--- config.mk ---
export PLATFORM = sky130hd
export DESIGN_NAME = hilo_unit
export DESIGN_NICKNAME = d
export VERILOG_FILES = /design/src/rtl/hilo_unit_pkg.sv /design/src/rtl/hilo_unit.sv
export SDC_FILE = /design/constraint.sdc
export NUM_CORES = 1
export LEC_CHECK = 0
export ABC_AREA = 1
export CORE_UTILIZATION = 30
export DETAILED_ROUTE_END_ITERATION = 8
export DONT_BUFFER_PORTS = 1
export PLACE_DENSITY = 0.41
export SYNTH_ARGS = -nofsm -noshare
export SYNTH_HDL_FRONTEND = slang
export SYNTH_SLANG_ARGS = --single-unit
--- constraint.sdc ---
create_clock -name Clk -period 9.4 [get_ports Clk]
set_input_delay 1.41 -clock Clk [delete_from_list [all_inputs] [get_ports Clk]]
set_output_delay 1.41 -clock Clk [all_outputs]
set_load 0.005 [all_outputs]
--- src/rtl/hilo_unit_pkg.sv ---
// Shared CPU package: Hi/Lo sequencer state encoding and multiply timing defaults.
package hilo_unit_pkg;

  typedef enum logic [1:0] {
    IDLE    = 2'd0,
    RUN     = 2'd1,
    WAIT    = 2'd2,
    CAPTURE = 2'd3
  } hilo_state_t;

  // Default number of cycles the external multiplier is kept running.
  localparam int unsigned HILO_MULT_CYCLES = 33;

  // Run counter width; MULT_CYCLES must stay within 1..63.
  localparam int unsigned HILO_CNT_W = 6;
  typedef logic [HILO_CNT_W-1:0] hilo_cnt_t;

endpackage

--- src/rtl/hilo_unit.sv ---
// Hi/Lo register unit: sequences an external multiplier, holds Hi/Lo,
// services mthi/mtlo writes and mfhi/mflo reads with stall on busy.
module hilo_unit
  import hilo_unit_pkg::*;
#(
  parameter int unsigned MULT_CYCLES = HILO_MULT_CYCLES,
  parameter int unsigned WIDTH       = 32
) (
  input  logic             Clk,
  input  logic             Reset,
  input  logic             Start,
  input  logic [WIDTH-1:0] OpA,
  input  logic [WIDTH-1:0] OpB,
  input  logic             MthiEn,
  input  logic             MtloEn,
  input  logic [WIDTH-1:0] WrData,
  input  logic             ReadEn,
  input  logic             ReadSel,
  input  logic [WIDTH-1:0] MultHi,
  input  logic [WIDTH-1:0] MultLo,
  output logic [WIDTH-1:0] MultA,
  output logic [WIDTH-1:0] MultB,
  output logic             MultControl,
  output logic             Busy,
  output logic             Stall,
  output logic             Done,
  output logic             Conflict,
  output logic [WIDTH-1:0] ReadData
);

  localparam hilo_cnt_t LAST_CNT = hilo_cnt_t'(MULT_CYCLES - 1);

  hilo_state_t      state_q;
  hilo_state_t      state_d;
  hilo_cnt_t        cnt_q;
  logic [WIDTH-1:0] hi_q;
  logic [WIDTH-1:0] lo_q;

  logic start_go;
  logic run_last;
  logic capture;
  logic wr_hi;
  logic wr_lo;

  // State register, asynchronously forced to IDLE.
  always_ff @(posedge Clk or posedge Reset) begin
    if (Reset) begin
      state_q <= IDLE;
    end else begin
      state_q <= state_d;
    end
  end

  // Next-state decode plus status/strobe outputs; requests while busy are dropped.
  always_comb begin
    state_d  = state_q;
    start_go = 1'b0;
    run_last = 1'b0;
    capture  = 1'b0;
    wr_hi    = 1'b0;
    wr_lo    = 1'b0;
    Busy     = 1'b1;
    Done     = 1'b0;
    unique case (state_q)
      IDLE: begin
        Busy     = 1'b0;
        start_go = Start;
        wr_hi    = MthiEn;
        wr_lo    = MtloEn;
        if (Start) state_d = RUN;
      end
      RUN: begin
        run_last = (cnt_q == LAST_CNT);
        if (run_last) state_d = WAIT;
      end
      WAIT: begin
        state_d = CAPTURE;
      end
      CAPTURE: begin
        capture = 1'b1;
        Done    = 1'b1;
        state_d = IDLE;
      end
      default: begin
        state_d = IDLE;
      end
    endcase
    Conflict = Busy & (Start | MthiEn | MtloEn);
    Stall    = ReadEn & Busy;
  end

  // Operand latch, run counter and multiplier enable; the counter holds at
  // its last value instead of wrapping, the RUN->WAIT decode stops it.
  always_ff @(posedge Clk or posedge Reset) begin
    if (Reset) begin
      MultA       <= '0;
      MultB       <= '0;
      cnt_q       <= '0;
      MultControl <= 1'b0;
    end else if (start_go) begin
      MultA       <= OpA;
      MultB       <= OpB;
      cnt_q       <= '0;
      MultControl <= 1'b1;
    end else if (run_last) begin
      MultControl <= 1'b0;
    end else if (state_q == RUN) begin
      cnt_q <= cnt_q + hilo_cnt_t'(1);
    end
  end

  // Hi/Lo registers: captured product, or mthi/mtlo writes when idle.
  always_ff @(posedge Clk or posedge Reset) begin
    if (Reset) begin
      hi_q <= '0;
      lo_q <= '0;
    end else if (capture) begin
      hi_q <= MultHi;
      lo_q <= MultLo;
    end else begin
      if (wr_hi) hi_q <= WrData;
      if (wr_lo) lo_q <= WrData;
    end
  end

  // Read port selects Hi or Lo directly.
  always_comb begin
    ReadData = ReadSel ? hi_q : lo_q;
  end

endmodule

==> impl_metrics.csv, run 1 <==
group,metric,value,unit
status,outcome,"complete, no violations",
route,finalWirelength,15980,um
sta,slew_headroom,0.2163,
sta,slew_violations,0,
grt,grt-ovfl-total,0,
floorplan,initial_core_util,0.3068,
critical_path,worst_ep_required_time,7.99,ns
clocking,cts_buffers,17,
pwr,p_leak,3.416,nW
floorplan,io_pins,268,
flow_run,cap_violations,0,
clocking,post_cts_buffers,0,
critical_path,cp-start-kind,"input port",
cells_and_area,areaGrowthSynthToFinish,11.75,%
pwr,power_frac_seq,0.425,
cells_and_area,final_cell_mix,"nand2_1 (291), dfrtp_1 (137), a21oi_1 (66)",
logic_synthesis,ys_top_cells_by_area,"dfrtp_1 (55%), nand2_1 (18%), a21oi_1 (5.3%), mux2_2 (3.8%), nor2_1 (3.2%)",
clocking,cts_tree,"built",
logic_synthesis,syn_nets,915,
clocking,clk_pin_slew,0.06,ns
pwr,clkPwrFrac,0.256,
cells_and_area,multi_input_area,0.002405,sq mm
grt,met3_usage,0.06928,
logic_synthesis,synthArstFlopShare,1.000,
critical_path,end_kind,"primary output",
logic_synthesis,synthFlopType,"dfrtp_1",
critical_path,critical_path_class,"input port to primary output",
grt,antenna_found_initial,0,
pwr,peakVddDrop,0.1250,mV
clocking,insertion_delay,0.41,ns
critical_path,crit_chain,"mux2_2",
placed_design,hpwl,10900,um
critical_path,slowest_stage,"mux2_2",
grt,grt_pass1_vias,4788,
clocking,clk_path_buf_depth,2,
logic_synthesis,syn_inst,741,
cells_and_area,fin_util,0.3428,
floorplan,core_area,0.02023,sq mm
logic_synthesis,synth_seq_cells,137,
placed_design,numPortBuffers,0,
logic_synthesis,ys_seq_area_frac,0.5523,
logic_synthesis,synth_top_area_share,0.5523,
route,ant_nets,0,
route,wl_per_cell,15.90,um
pwr,power.switching,0.9909,mW
clocking,cts.sinks,137,
clocking,cts-hold-fix-buffers,0,
cells_and_area,fillers,2113,
grt,track_usage,0.1536,
grt,grt_pass1_wl,25440,um
sta,fin_setup_tns,0,ns
cells_and_area,final_nets,896,
sta,hold_viol,0,
clocking,cts_resized,0,
critical_path,critical_path_buf_inv_count,0,
clocking,cts-root-buf,"clkbuf_16",
logic_synthesis,netlist_area,0.006207,sq mm
cells_and_area,antenna_cells,0,
cells_and_area,layout_commonest_cell,"nand2_1",
sta,finalClockSkew,0.008813,ns
logic_synthesis,synthDistinctLibCells,25,
placed_design,globalplace.congestion,0.7959,
hold_path,hold_class,"register to register",
cells_and_area,drive_gt1_frac,0.08980,
floorplan,row_count,52,
critical_path,critPathMaxFanout,43,
logic_synthesis,synth.avg_cell_area,8.377,sq um
logic_synthesis,synth_top_area_cell,"dfrtp_1",
pwr,combPwrFrac,0.319,
sta,rsz0062_at_grt,"no",
route,routed-via-count,4769,
grt,grt_max_degree,72,
critical_path,critPathMaxStageDelay,0.36,ns
route,vias_per_cell,4.745,
sta,finalSetupViolations,0,
logic_synthesis,synth_edf_count,0,
sta,fin_crit,3.191,ns
grt,grt-busiest-layer,"met2",
pwr,switching_share,0.3940,
critical_path,worstPathArrival,1.78,ns
grt,grtUsageMet1,0.1769,
pwr,power.density,362.6,mW/mm^2
sta,worst_slew_pin_slew,1.176,ns
floorplan,die_area,0.02127,sq mm
floorplan,dieWidth,145.8,um
logic_synthesis,yosysWarnings,0,
pwr,p_int,1.524,mW
clocking,ctsHtreeMaxLevel,4,
route,drc,0,
critical_path,critPathTopFamily,"multiplexers",
route,drt_iter0_drc,236,
grt,grt_util_met2,0.2493,
cells_and_area,regArea,0.003428,sq mm
sta,fin_crit_sh,0.3394,
sta,max_clock_freq,313.4,MHz
route,first_pass_iters,4,
floorplan,die_h,145.8,um
==> stage by stage <==
stage / worst slack, ns / cell area, sq um / hold slack [ns] / total power, mW / instances
CTS: 6.219 / 6937 / 0.4909 / 2.563 / 1005
global route: 6.210 / 6937 / 0.5104 / 2.741 / 1005
global placement: 6.172 / 6371 / 0.4678 / 1.881 / 973
finish: 6.209 / 6937 / 0.4835 / 2.515 / 1005
detailed placement: 6.067 / 6371 / 0.4773 / 1.901 / 973
floorplan: 4.322 / 6207 / 0.4492 / 1.693 / 741
==> flip-flops by register name, summed over array words and instances (netlist names) <==
signal	cells
lo_q	32
hi_q	32
state_q	2
MultB	32
MultA	32
MultControl	1
cnt_q	6
==> path summary, 6_finish.rpt <==
kind                                              from  slack (ns)                    to  cells after the start
min in group asynchronous                        Reset        0.92  hi_q[24]$_DFFE_PP0P_                      1
worst max-delay path                           ReadSel        6.21          ReadData[12]                      1
max in group asynchronous                        Reset        7.07  hi_q[21]$_DFFE_PP0P_                      2
worst max register to register  state_q[0]$_DFFE_PP0P_        6.64  cnt_q[2]$_DFFE_PP0P_                      8
worst min-delay path              lo_q[19]$_DFFE_PP0P_        0.48  lo_q[19]$_DFFE_PP0P_                      2
worst min register to register    lo_q[19]$_DFFE_PP0P_        0.48  lo_q[19]$_DFFE_PP0P_                      2
==> per-layer routing <==
layer,up-vias,wire [um]
met2,218,7518
li1,2312,-
met4,0,228
met5,-,0
met3,14,1640
met1,2225,6589
==> final cells by class <==
class	instances	share of cell area
Clock buffer	18	0.06187
Clock inverter	14	0.01966
Inverter	44	0.02453
Multi-Input combinational cell	518	0.3467
Sequential cell	137	0.4942
Tap cell	270	0.04870
Timing Repair Buffer	4	0.004329
==> power groups by stage <==
stage | sequential, mW | clock [mW] | combinational (mW)
after global routing | 1.11 | 0.695 | 0.940
after CTS | 1.07 | 0.667 | 0.821
after global placement | 1.08 | 0 | 0.799
final | 1.07 | 0.644 | 0.802
after detailed placement | 1.08 | 0 | 0.825
after floorplan | 1.01 | 0 | 0.683
==> cell usage after synthesis, types with 4 or more instances <==
master    count
a21oi_1      66
buf_4         5
a31oi_1      15
buf_2        25
o21ai_1      15
nand3_1       5
o211ai_1      4
nand2_1     291
ha_1          7
clkbuf_1     10
nor2_1       53
inv_1        41
mux2_2       21
dfrtp_1     137
o21ai_0      29
==> worst register-to-register path, stage by stage, from the launching register on <==
cell and delay, ns:
dfrtp_1 0.40, inv_1 0.10, ha_1 0.29, nand2_2 0.08, buf_4 0.55, inv_2 0.69, a21oi_1 0.41, nand2_1 0.10
nand2_1 0.07
==> logic make-up (layout without fill, tap and decap cells) <==
family / after synthesis / after routing / synth area share
XOR/XNOR: 2 / 2 / 0.002823
buffers and inverters: 86 / 80 / 0.06148
flip-flops: 137 / 137 / 0.5523
adder cells (fa/ha/maj): 7 / 7 / 0.01411
AO/OA/AOI/OAI: 129 / 129 / 0.1086
AND/OR/NAND/NOR: 359 / 359 / 0.2225
multiplexers: 21 / 21 / 0.03810
Power figures use the tool's default switching activity.
==> run 2, diff against run 1 <==
- PLACE_DENSITY: 0.41 -> 0.42
- clock period: 9.4 -> 2.91 ns (I/O delays scaled with it)
==> impl_metrics.csv, run 2 (same netlist as run 1, synthesis figures left out) <==
group,metric,value,unit
cells_and_area,antenna_cells,0,
clocking,cts-hold-fix-buffers,0,
grt,grt_max_degree,71,
sta,fin_crit,2.174,ns
clocking,clk_pin_slew,0.07,ns
route,drt_iter0_drc,199,
floorplan,row_count,52,
floorplan,die_h,145.8,um
cells_and_area,layout_commonest_cell,"nand2_1",
clocking,insertion_delay,0.42,ns
clocking,cts.sinks,137,
sta,max_clock_freq,459.9,MHz
sta,finalSetupViolations,0,
floorplan,dieWidth,145.8,um
placed_design,detailedPlace.worstSlack,0.6934,ns
grt,track_usage,0.1672,
clocking,cts-root-buf,"clkbuf_16",
cells_and_area,final_nets,901,
grt,antenna_found_initial,3,
placed_design,numPortBuffers,0,
clocking,post_cts_buffers,0,
cells_and_area,areaGrowthSynthToFinish,13.51,%
route,vias_per_cell,4.790,
pwr,power.density,1182,mW/mm^2
cells_and_area,finalNonFillerCells,1010,
clocking,cts_tree,"built",
sta,worst_slew_pin_slew,0.7773,ns
sta,setup_slack,0.7357,ns
sta,hold_viol,0,
clocking,clk_path_buf_depth,2,
floorplan,die_area,0.02127,sq mm
sta,fin_crit_sh,0.7472,
critical_path,worst_ep_required_time,3.23,ns
route,finalWirelength,17160,um
sta,slew_headroom,0.4807,
critical_path,worstPathArrival,2.49,ns
sta,finalClockSkew,0.01451,ns
floorplan,core_area,0.02023,sq mm
route,routed-via-count,4838,
placed_design,placed_cells,978,
status,outcome,"complete, no violations",
clocking,cts_resized,0,
sta,slew_violations,0,
pwr,peakVddDrop,0.3648,mV
placed_design,globalplace.congestion,0.8234,
floorplan,initial_core_util,0.3068,
grt,grt_pass1_vias,5053,
route,wl_per_cell,16.99,um
cells_and_area,drive_gt1_frac,0.09730,
placed_design,hpwl,12020,um
pwr,p_leak,3.465,nW
sta,rsz0062_at_grt,"no",
grt,grt-ovfl-total,0,
clocking,ctsHtreeMaxLevel,4,
clocking,cts_buffers,17,
cells_and_area,final_cell_mix,"nand2_1 (291), dfrtp_1 (137), a21oi_1 (66)",
critical_path,end_kind,"register",
flow_run,cap_violations,0,
hold_path,hold_class,"input port to async pin",
route,first_pass_iters,4,
sta,fin_setup_tns,0,ns
grt,grt_pass1_wl,27640,um
route,ant_nets,0,
critical_path,critical_path_class,"register to register",
critical_path,cp-start-kind,"register",
critical_path,critPathMaxFanout,25,
route,drc,0,
floorplan,io_pins,268,
run 2: cell count changes in the layout (fill, tap and decap cells not counted), sizes merged:
cell and delta:
buf +5, inv -3, bufinv +1, clkinv +1
clkinvlp +1
run 2: final timing paths:
kind / startpoint / end / slack (ns) / depth (start not counted)
hold reg to reg: lo_q[25]$_DFFE_PP0P_ / lo_q[25]$_DFFE_PP0P_ / 0.48 / 2
max in group asynchronous: Reset / cnt_q[5]$_DFFE_PP0P_ / 2.12 / 2
setup reg to reg: state_q[0]$_DFFE_PP0P_ / lo_q[4]$_DFFE_PP0P_ / 0.74 / 7
setup / recovery: state_q[0]$_DFFE_PP0P_ / lo_q[4]$_DFFE_PP0P_ / 0.74 / 7
min in group Clk: OpB[0] / MultB[0]$_DFFE_PP0P_ / 0.12 / 2
hold / removal: Reset / MultA[16]$_DFFE_PP0P_ / 0.01 / 1
run 2: metrics by stage:
stage / utilization / power, mW / instance area (sq um) / hold WS (ns)
floorplan: - / 5.468 / 6211 / 0.4492
global placement: 0.3185 / 6.107 / 6445 / 0.4633
detailed placement: 0.3185 / 6.200 / 6445 / 0.4694
CTS: 0.3482 / 8.458 / 7046 / 0.02615
global route: 0.3482 / 9.039 / 7046 / 0.05299
finish: 0.3482 / 8.327 / 7046 / 0.009604
run 2: layout make-up:
class	count	area (sq um)
Tap cell	270	337.8
Fill cell	2113	13190
Clock inverter	14	161.4
Sequential cell	137	3428
Inverter	44	168.9
Multi-Input combinational cell	518	2405
Clock buffer	18	439.2
Timing Repair Buffer	9	105.1
run 2: per-layer routing:
| layer | vias up | GRT usage | wire, um |
|---|---|---|---|
| met1 | 2245 | 0.2051 | 7324 |
| li1 | 2327 | - | - |
| met5 | - | 0 | 35 |
| met4 | 6 | 0.04895 | 246 |
| met2 | 237 | 0.2589 | 7596 |
| met3 | 23 | 0.08150 | 1959 |
run 2: worst max-delay path: stages (launching register included):
cell     delay (ns)
dfrtp_1        0.39
inv_1          0.09
ha_1           0.29
nand2_2        0.16
inv_2          0.06
nor2_4         0.47
inv_1          0.35
o21ai_0        0.27
run 2: power by group:
part	total, mW	leakage [nW]	switching (mW)	internal [mW]
logic	2.70	1.52	1.75	0.947
registers	3.43	1.66	0.602	2.82
clock network	2.21	0.290	0.900	1.31
==> run 3, diff against run 2 <==
- PLACE_DENSITY: 0.42 -> 0.41
- clock period: 2.91 -> 2.1 ns (I/O delays scaled with it)
==> impl_metrics.csv, run 3 (same netlist as run 1, synthesis figures left out) <==
group,metric,value,unit
route,drc,0,
critical_path,worstPathArrival,2.11,ns
cells_and_area,drive_gt1_frac,0.09554,
floorplan,die_h,145.8,um
grt,grt_pass1_wl,26290,um
cells_and_area,fillers,2052,
sta,rsz0062_at_grt,"no",
floorplan,initial_core_util,0.3068,
sta,fin_crit,1.766,ns
clocking,cts_tree,"built",
sta,finalClockSkew,0.01827,ns
grt,grt_max_degree,71,
critical_path,critical_path_class,"register to register",
route,drt_iter0_drc,295,
clocking,ctsHtreeMaxLevel,4,
cells_and_area,final_area,0.007557,sq mm
cells_and_area,regArea,0.003428,sq mm
status,outcome,"complete, no violations",
grt,grt-ovfl-total,0,
route,ant_nets,0,
sta,fin_setup_tns,0,ns
route,routed-via-count,5020,
cells_and_area,antenna_cells,0,
sta,worst_slew_pin_slew,0.4198,ns
pwr,power.density,1570,mW/mm^2
critical_path,end_kind,"register",
cells_and_area,multi_input_area,0.002405,sq mm
grt,antenna_found_initial,0,
clocking,clk_pin_slew,0.06,ns
pwr,finalPower,11.87,mW
critical_path,critPathMaxFanout,52,
placed_design,numPortBuffers,0,
floorplan,io_pins,268,
cells_and_area,fin_util,0.3735,
grt,track_usage,0.1572,
sta,slew_violations,0,
pwr,peakVddDrop,0.5911,mV
critical_path,cp-start-kind,"register",
floorplan,dieWidth,145.8,um
sta,fin_crit_sh,0.8411,
placed_design,dpl_cell_area,0.006513,sq mm
pwr,p_leak,3.680,nW
cells_and_area,areaGrowthSynthToFinish,21.75,%
route,first_pass_iters,5,
hold_path,hold_class,"input port to register",
route,vias_per_cell,4.758,
cells_and_area,layout_commonest_cell,"nand2_1",
clocking,insertion_delay,0.42,ns
sta,hold_viol,0,
clocking,cts.sinks,137,
critical_path,worst_ep_required_time,2.45,ns
clocking,cts-root-buf,"clkbuf_16",
sta,finalSetupViolations,0,
cells_and_area,final_cell_mix,"nand2_1 (291), dfrtp_1 (137), a21oi_1 (66)",
placed_design,globalplace.congestion,0.8005,
route,finalWirelength,16570,um
route,wl_per_cell,15.71,um
clocking,cts_buffers,17,
sta,slew_headroom,0.7196,
floorplan,die_area,0.02127,sq mm
clocking,clk_path_buf_depth,2,
floorplan,core_area,0.02023,sq mm
flow_run,cap_violations,0,
clocking,cts_resized,0,
grt,grt_pass1_vias,4897,
cells_and_area,final_nets,946,
sta,max_clock_freq,566.2,MHz
floorplan,row_count,52,
placed_design,hpwl,11360,um
## run 3: final timing paths
path / start / endpoint / slack (ns) / depth (start not counted)
worst min-delay path: OpA[25] / MultA[25]$_DFFE_PP0P_ / 0.02 / 2
min in group asynchronous: Reset / MultB[20]$_DFFE_PP0P_ / 0.38 / 2
worst min register to register: lo_q[24]$_DFFE_PP0P_ / lo_q[24]$_DFFE_PP0P_ / 0.48 / 2
max in group asynchronous: Reset / state_q[1]$_DFFE_PP0P_ / 1.03 / 3
worst max register to register: state_q[0]$_DFFE_PP0P_ / MultB[12]$_DFFE_PP0P_ / 0.33 / 7
worst max-delay path: state_q[0]$_DFFE_PP0P_ / MultB[12]$_DFFE_PP0P_ / 0.33 / 7
## run 3: timing repair
item	CTS	global route
endpoints found under the hold margin	54	0
buffers inserted	0	0
hold buffers	41	0
## run 3: metrics by stage
| step | setup WS, ns | cells | hold WS (ns) |
|---|---|---|---|
| 2_1_floorplan | 0.07787 | 741 | 0.4246 |
| 3_3_place_gp | 0.4245 | 982 | 0.2011 |
| 3_5_place_dp | 0.3302 | 982 | 0.2108 |
| 4_1_cts | 0.3327 | 1055 | 0.00004216 |
| 5_1_grt | 0.1830 | 1055 | 0.007501 |
| 6_report | 0.3337 | 1055 | 0.01576 |
## run 3: metal layers
metal / wire [um] / global-route usage / up-vias / part of all wire
li1: - / - / 2412 / -
met1: 7213 / 0.1978 / 2347 / 0.44
met2: 7570 / 0.2445 / 248 / 0.46
met3: 1595 / 0.06238 / 13 / 0.096
met4: 194 / 0.05368 / 0 / 0.012
met5: 0 / 0 / - / 0
## run 3: final cells by class
class,instances,area share
flip-flops and latches,137,0.4536
inverters,44,0.02235
clock buffers,19,0.05861
repair buffers,54,0.07715
clock inverters,13,0.02533
well taps,270,0.04470
multi-input cells,518,0.3182
## run 3: report_power, final
| part | internal (mW) | switching (mW) | total [mW] |
|---|---|---|---|
| clock network | 2.03 | 1.17 | 3.21 |
| logic | 1.47 | 2.45 | 3.93 |
| registers | 3.91 | 0.821 | 4.73 |
## run 3: worst max-delay path, stage by stage (launching register included)
cell and delay [ns]:
dfrtp_1 0.41, inv_1 0.12, ha_1 0.30, nand2_2 0.12, inv_2 0.26, buf_12 0.26, nand2_1 0.10, nand2_1 0.08
